## config.mk

```make
export PLATFORM = sky130hd
export DESIGN_NAME = sdram_arbiter
export DESIGN_NICKNAME = d
export VERILOG_FILES = /design/src/rtl/sdram_arbiter_pkg.sv /design/src/rtl/sdram_arbiter_refresh_watchdog.sv /design/src/rtl/sdram_arbiter.sv
export SDC_FILE = /design/constraint.sdc
export NUM_CORES = 1
export LEC_CHECK = 0
export BUFFER_PORTS_ARGS = -buffer_cell sky130_fd_sc_hd__buf_2
export CORE_MARGIN = 3
export CORE_UTILIZATION = 40
export CTS_BUF_LIST = sky130_fd_sc_hd__clkbuf_8
export CTS_CLUSTER_SIZE = 28
export DETAILED_ROUTE_END_ITERATION = 10
export PLACE_DENSITY = 0.84
export SETUP_SLACK_MARGIN = 0.15
export SYNTH_ARGS = -nofsm -noshare
export SYNTH_HDL_FRONTEND = slang
export SYNTH_SLANG_ARGS = --single-unit
```

## constraint.sdc

```tcl
create_clock -name clk -period 2.7 [get_ports clk]
set_input_delay 0.27 -clock clk [delete_from_list [all_inputs] [get_ports clk]]
set_output_delay 0.27 -clock clk [all_outputs]
set_load 0.01 [all_outputs]
```

## src/rtl/sdram_arbiter_pkg.sv

```systemverilog
// Shared encodings for the SDRAM port arbiter: bus owner and arbitration state.
// Both the top and the refresh watchdog import this package.
package sdram_arbiter_pkg;

    typedef enum logic {
        OWN_USER = 1'b0,
        OWN_SPI  = 1'b1
    } owner_e;

    typedef enum logic [1:0] {
        ST_USER  = 2'd0,
        ST_DRAIN = 2'd1,
        ST_SPI   = 2'd2
    } state_e;

    localparam int DEFAULT_ADDR_BITS   = 25;
    localparam int DEFAULT_REFRESH_MAX = 750;

    // DRAIN still belongs to the user: its last operation is retiring.
    function automatic owner_e owner_of(input state_e st);
        return (st == ST_SPI) ? OWN_SPI : OWN_USER;
    endfunction

endpackage

```

## src/rtl/sdram_arbiter_refresh_watchdog.sv

```systemverilog
// Counts consecutive refresh-inhibited cycles (saturating) and raises a sticky
// overrun flag once the run length reaches REFRESH_MAX.
module sdram_arbiter_refresh_watchdog
    import sdram_arbiter_pkg::*;
#(
    parameter int REFRESH_MAX = DEFAULT_REFRESH_MAX
) (
    input  logic clk,
    input  logic reset,
    input  logic i_inhibit,
    output logic o_overrun
);

    localparam int CW = $clog2(REFRESH_MAX + 1);

    logic [CW-1:0] r_count;
    logic [CW-1:0] w_count_next;
    logic          r_overrun;

    always_comb begin
        w_count_next = '0;
        if (i_inhibit) begin
            if (r_count == CW'(REFRESH_MAX)) begin
                w_count_next = r_count;
            end else begin
                w_count_next = r_count + CW'(1);
            end
        end
    end

    always_ff @(posedge clk) begin
        if (reset) begin
            r_count   <= '0;
            r_overrun <= 1'b0;
        end else begin
            r_count <= w_count_next;
            // Sticky until reset; the grant itself is never revoked here.
            if (w_count_next == CW'(REFRESH_MAX)) begin
                r_overrun <= 1'b1;
            end
        end
    end

    assign o_overrun = r_overrun;

endmodule

```

## src/rtl/sdram_arbiter.sv

```systemverilog
// Arbitrates the single SDRAM controller port between the SPI flash emulation
// path (priority, exclusive while locked) and the user command parser.
module sdram_arbiter
    import sdram_arbiter_pkg::*;
#(
    parameter int ADDR_BITS   = DEFAULT_ADDR_BITS,
    parameter int REFRESH_MAX = DEFAULT_REFRESH_MAX
) (
    input  logic                 clk,
    input  logic                 reset,
    input  logic                 spi_lock,
    output logic                 spi_grant,
    input  logic [ADDR_BITS-1:0] spi_addr,
    input  logic                 spi_enable,
    input  logic                 spi_pause_cas,
    output logic                 spi_busy,
    output logic                 spi_rd_ready,
    input  logic [ADDR_BITS-1:0] user_addr,
    input  logic [7:0]           user_wr_data,
    input  logic                 user_we,
    input  logic                 user_enable,
    input  logic                 user_refresh_inhibit,
    output logic                 user_busy,
    output logic                 user_rd_ready,
    output logic [ADDR_BITS-1:0] sd_addr,
    output logic [7:0]           sd_wr_data,
    output logic                 sd_we,
    output logic                 sd_enable,
    output logic                 sd_refresh_inhibit,
    output logic                 sd_pause_cas,
    input  logic                 sd_busy,
    input  logic                 sd_rd_ready,
    output logic                 refresh_overrun
);

    state_e r_state;
    state_e w_state_next;
    logic   r_rd_pending;
    owner_e r_rd_owner;

    logic   w_own_spi;
    logic   w_own_user;
    logic   w_accept_rd;
    logic   w_rd_busy;
    logic   w_bus_quiet;

    assign w_own_spi  = (r_state == ST_SPI);
    assign w_own_user = (r_state == ST_USER);

    // Zero-latency request forwarding from the current owner. In DRAIN the
    // user's fields still drive the bus but no new request may start.
    always_comb begin
        sd_addr      = w_own_spi ? spi_addr : user_addr;
        sd_wr_data   = w_own_spi ? 8'h00 : user_wr_data;
        sd_we        = 1'b0;
        sd_enable    = 1'b0;
        sd_pause_cas = 1'b0;
        if (!reset) begin
            if (w_own_spi) begin
                sd_enable    = spi_enable;
                sd_pause_cas = spi_pause_cas;
            end else begin
                sd_we     = user_we;
                sd_enable = w_own_user & user_enable & ~spi_lock;
            end
        end
    end

    assign sd_refresh_inhibit = ~w_own_user | user_refresh_inhibit;
    assign spi_grant          = w_own_spi;
    assign spi_busy           = sd_busy | ~w_own_spi;
    assign user_busy          = sd_busy | ~w_own_user | spi_lock;

    // A read retiring this cycle no longer blocks a handover; one being
    // accepted this cycle does.
    assign w_accept_rd = sd_enable & ~sd_we & ~sd_busy;
    assign w_rd_busy   = (r_rd_pending & ~sd_rd_ready) | w_accept_rd;
    assign w_bus_quiet = ~sd_busy & ~w_rd_busy;

    always_comb begin
        w_state_next = r_state;
        case (r_state)
            ST_USER: begin
                if (spi_lock) begin
                    w_state_next = w_bus_quiet ? ST_SPI : ST_DRAIN;
                end
            end
            ST_DRAIN: begin
                if (!spi_lock) begin
                    w_state_next = ST_USER;
                end else if (w_bus_quiet) begin
                    w_state_next = ST_SPI;
                end
            end
            ST_SPI: begin
                if (!spi_lock && w_bus_quiet) begin
                    w_state_next = ST_USER;
                end
            end
            default: w_state_next = ST_USER;
        endcase
    end

    always_ff @(posedge clk) begin
        if (reset) begin
            r_state <= ST_USER;
        end else begin
            r_state <= w_state_next;
        end
    end

    always_ff @(posedge clk) begin
        if (reset) begin
            r_rd_pending <= 1'b0;
            r_rd_owner   <= OWN_USER;
        end else if (w_accept_rd) begin
            r_rd_pending <= 1'b1;
            r_rd_owner   <= owner_of(r_state);
        end else if (sd_rd_ready) begin
            r_rd_pending <= 1'b0;
        end
    end

    // Completions follow whoever issued the read, not whoever owns the bus now.
    assign spi_rd_ready  = sd_rd_ready & (r_rd_owner == OWN_SPI);
    assign user_rd_ready = sd_rd_ready & (r_rd_owner == OWN_USER);

    sdram_arbiter_refresh_watchdog #(
        .REFRESH_MAX (REFRESH_MAX)
    ) u_refresh_watchdog (
        .clk       (clk),
        .reset     (reset),
        .i_inhibit (sd_refresh_inhibit),
        .o_overrun (refresh_overrun)
    );

endmodule
```

==> reports/qor.csv <==
stage;metric;value;unit
cts;hold_buf cts;0;
timing;Final Max Tran Viols;0;
floorplan;Die Ht;62.8;um
cts;CTS tree;done;
worst_setup_path;Setup crit end kind;primary output;
worst_setup_path;slowest cell on the critical path;dfxtp_1;
yosys;Synth area leader;dfxtp_1;
cts;Max clock buf depth;2;
yosys;Async SR Flop Fraction;0;%
timing;Hold Violations, Final;0;
worst_setup_path;crit-path cells;nor2b_2, buf_4, mux2_2, buf_2;
timing;Max Fclk;483;MHz
yosys;Synth Register Bits;15;
floorplan;io pins;111;
timing;Least-Margin Pin Slew;0.426;ns
worst_setup_path;Setup CP Type;register to primary output;
global_route;Total Routing Usage GR;21.3;%
yosys;Main synth FF type;dfxtp_1;
min_path;Hold WC Path Type;primary input to register;
finish;final instance area;0.00191;mm2
cts;H-tree depth;1;
cts;clock sink count;15;
yosys;yosys warns;0;
cts;postcts setup bufs;0;
yosys;Syn Nets;219;
power_and_ir_drop;P_leak;0.894;nW
timing;Tmin final;2.07;ns
timing;setup TNS;0;ns
finish;fin nets;326;
power_and_ir_drop;P per Cell Area;348;mW/mm2
yosys;Cells after Synth;149;
finish;Antenna Cells;0;
placed_design;detailed-placement wirelength estimate;3530;um
outcome;outcome;complete, no violations;
yosys;Synth cell types;44;
detailed_routing;Total Wirelength;4220;um
power_and_ir_drop;switching part of the total;30.6;%
power_and_ir_drop;Int Power;0.459;mW
yosys;Post-Syn Area;0.00129;mm2
detailed_routing;DRC violations left;0;
global_route;total global routing overflow;0;
worst_setup_path;CP required;2.43;ns
placed_design;IO Port Bufs;110;
global_route;number of global-route vias before repair;1338;
global_route;largest net degree at the start of global routing;39;
cts;clk slew on worst S/H paths;0.06;ns
cts;clock latency on the worst-skew pair;0.25;ns
cts;post-cts resize count;0;
detailed_routing;Via density;4.93;
power_and_ir_drop;Seq pwr share;35.8;%
finish;area delta synth->final;47.7;%
floorplan;Die X;62.8;um
timing;RSZ-0062 raised after global routing;false;
global_route;first-pass GRT wire length;6610;um
worst_setup_path;WP data arrival;1.80;ns
detailed_routing;DR WL/cell;14.2;um
finish;share of layout cells above drive strength 1;58.4;%
worst_setup_path;Max FO, Critical Path;38;
worst_setup_path;crit-path max cell delay;0.45;ns
power_and_ir_drop;Max IR drop VDD;0.000199;V
yosys;Post-synth EDFFs;0;
placed_design;Placed Area;0.00186;mm2
detailed_routing;via count;1465;
global_route;initial antenna violation count;0;
timing;Fin Clk Skew;0.00399;ns
floorplan;Cell Rows;19;
power_and_ir_drop;Combinational Power Share;36.9;%
placed_design;pre-CTS setup slack;0.921;ns
floorplan;core area;0.00290;mm2
worst_setup_path;startpoint type of the worst setup path;register;
yosys;sequential element share of the synthesized area;23.3;%
floorplan;Starting Density;44.5;%
floorplan;die area;0.00394;mm2
power_and_ir_drop;Psw;0.203;mW
timing;headroom to the max-slew limit;71.4;%
cts;Num CTS Buffers;3;
yosys;mean post-synth cell area;8.66;um2
power_and_ir_drop;total power draw;0.662;mW
timing;hold_ws;0.352;ns
detailed_routing;Iteration-0 DRC Markers;76;
timing;final setup violation count;0;
power_and_ir_drop;Clock Power Share;27.3;%
flow_run;Max Cap Viol;0;
yosys;Yosys top cell area share;23.3;%
placed_design;Final Wtd Congestion;0.892;
detailed_routing;Initial DRT Pass Iterations;4;
yosys;top area cells in the synthesized netlist;dfxtp_1 (23%), mux2_2 (22%), nor2b_1 (5.3%), xnor2_1 (2.7%), inv_1 (2.3%);
finish;Filler Cells Inserted;282;
detailed_routing;ANT nets after route;0;
timing;fin worst setup slack;0.628;ns
timing;period utilisation layout;76.7;%
cts;Clock Tree Root;clkbuf_8;
-- final timing paths --
kind	start	endpoint	slack, ns	depth (start not counted)
max	r_state[1]	sd_addr[19]	0.63	4
min	spi_lock	r_state[0]	0.35	2
max reg2reg	u_refresh_watchdog.r_count[1]	u_refresh_watchdog.o_overrun	0.96	5
min reg2reg	u_refresh_watchdog.o_overrun	u_refresh_watchdog.o_overrun	0.47	2
-- cell type report --
cell class | count | area, um2 | area share, %
Timing Repair Buffer | 111 | 558 | 29.3
Clock buffer | 3 | 41.3 | 2.17
Clock inverter | 1 | 3.75 | 0.197
Sequential cell | 15 | 300 | 15.8
Multi-Input combinational cell | 117 | 920 | 48.3
Inverter | 8 | 30.0 | 1.58
Tap cell | 42 | 52.6 | 2.76
-- critical path, delay by kind of cell, from the launching register on --
family / cells / cell delay, ns
flops: 1 / 0.45
simple gates: 1 / 0.18
buf+inv: 2 / 0.51
mux: 1 / 0.39
-- state kept, by name (all words and copies together), names as in the netlist --
name                          cells
r_rd_owner                        1
r_rd_pending                      1
u_refresh_watchdog.o_overrun      1
u_refresh_watchdog.r_count       10
r_state                           2
-- power groups by stage --
stage | Clock, mW | Combinational, mW | Sequential [mW]
floorplan | 0 | 0.138 | 0.239
global placement | 0 | 0.241 | 0.242
detailed placement | 0 | 0.245 | 0.242
CTS | 0.190 | 0.247 | 0.237
global route | 0.202 | 0.266 | 0.239
finish | 0.181 | 0.244 | 0.237
-- synthesized netlist by cell type (all sizes together) (4+ instances only) --
cell type,count
inv,8
nand2b,4
nor2,7
nor2b,12
dfxtp,15
clkbuf,4
a21oi,5
buf,5
mux2,25
a211oi,4
xnor2,4
nand2,8
-- metal layers --
layer | track usage, % | wire length (um) | vias up
li1 | - | - | 745
met5 | 0 | 0 | -
met3 | 6.29 | 263 | 10
met2 | 35.6 | 2040 | 59
met4 | 7.16 | 74 | 0
met1 | 26.1 | 1850 | 651
-- cell families (layout without fill, tap and decap cells) --
family / Yosys count / count (layout) / synth area share, %
compound gates: 26 / 26 / 16.7
xor+xnor: 6 / 6 / 4.07
fa+ha+maj: 2 / 2 / 1.94
buf+inv: 17 / 123 / 5.43
flops: 15 / 15 / 23.3
mux: 25 / 25 / 21.8
simple gates: 58 / 58 / 26.8
-- cells in the final DEF (no fill, tap or decap), types with 2 or more instances in the layout --
cell / count
nor2_1: 7
o31ai_1: 2
nand2_1: 8
or3_1: 3
ha_1: 2
nand3_1: 3
xnor2_1: 4
nand4_1: 3
or2_2: 3
a21oi_1: 5
nor3_1: 3
a211oi_1: 3
clkbuf_8: 3
nor2b_1: 11
and2_1: 2
nand2b_1: 4
inv_1: 9
dfxtp_1: 15
xor2_1: 2
a21o_1: 2
and3_1: 2
o21ai_0: 3
buf_2: 110
mux2_2: 25
-- per-stage QoR --
stage	utilization, %	instances
2_1_floorplan	-	149
3_3_place_gp	64.2	293
3_5_place_dp	64.2	293
4_1_cts	65.7	297
5_1_grt	65.7	297
6_report	65.7	297
Power figures use the tool's default switching activity.
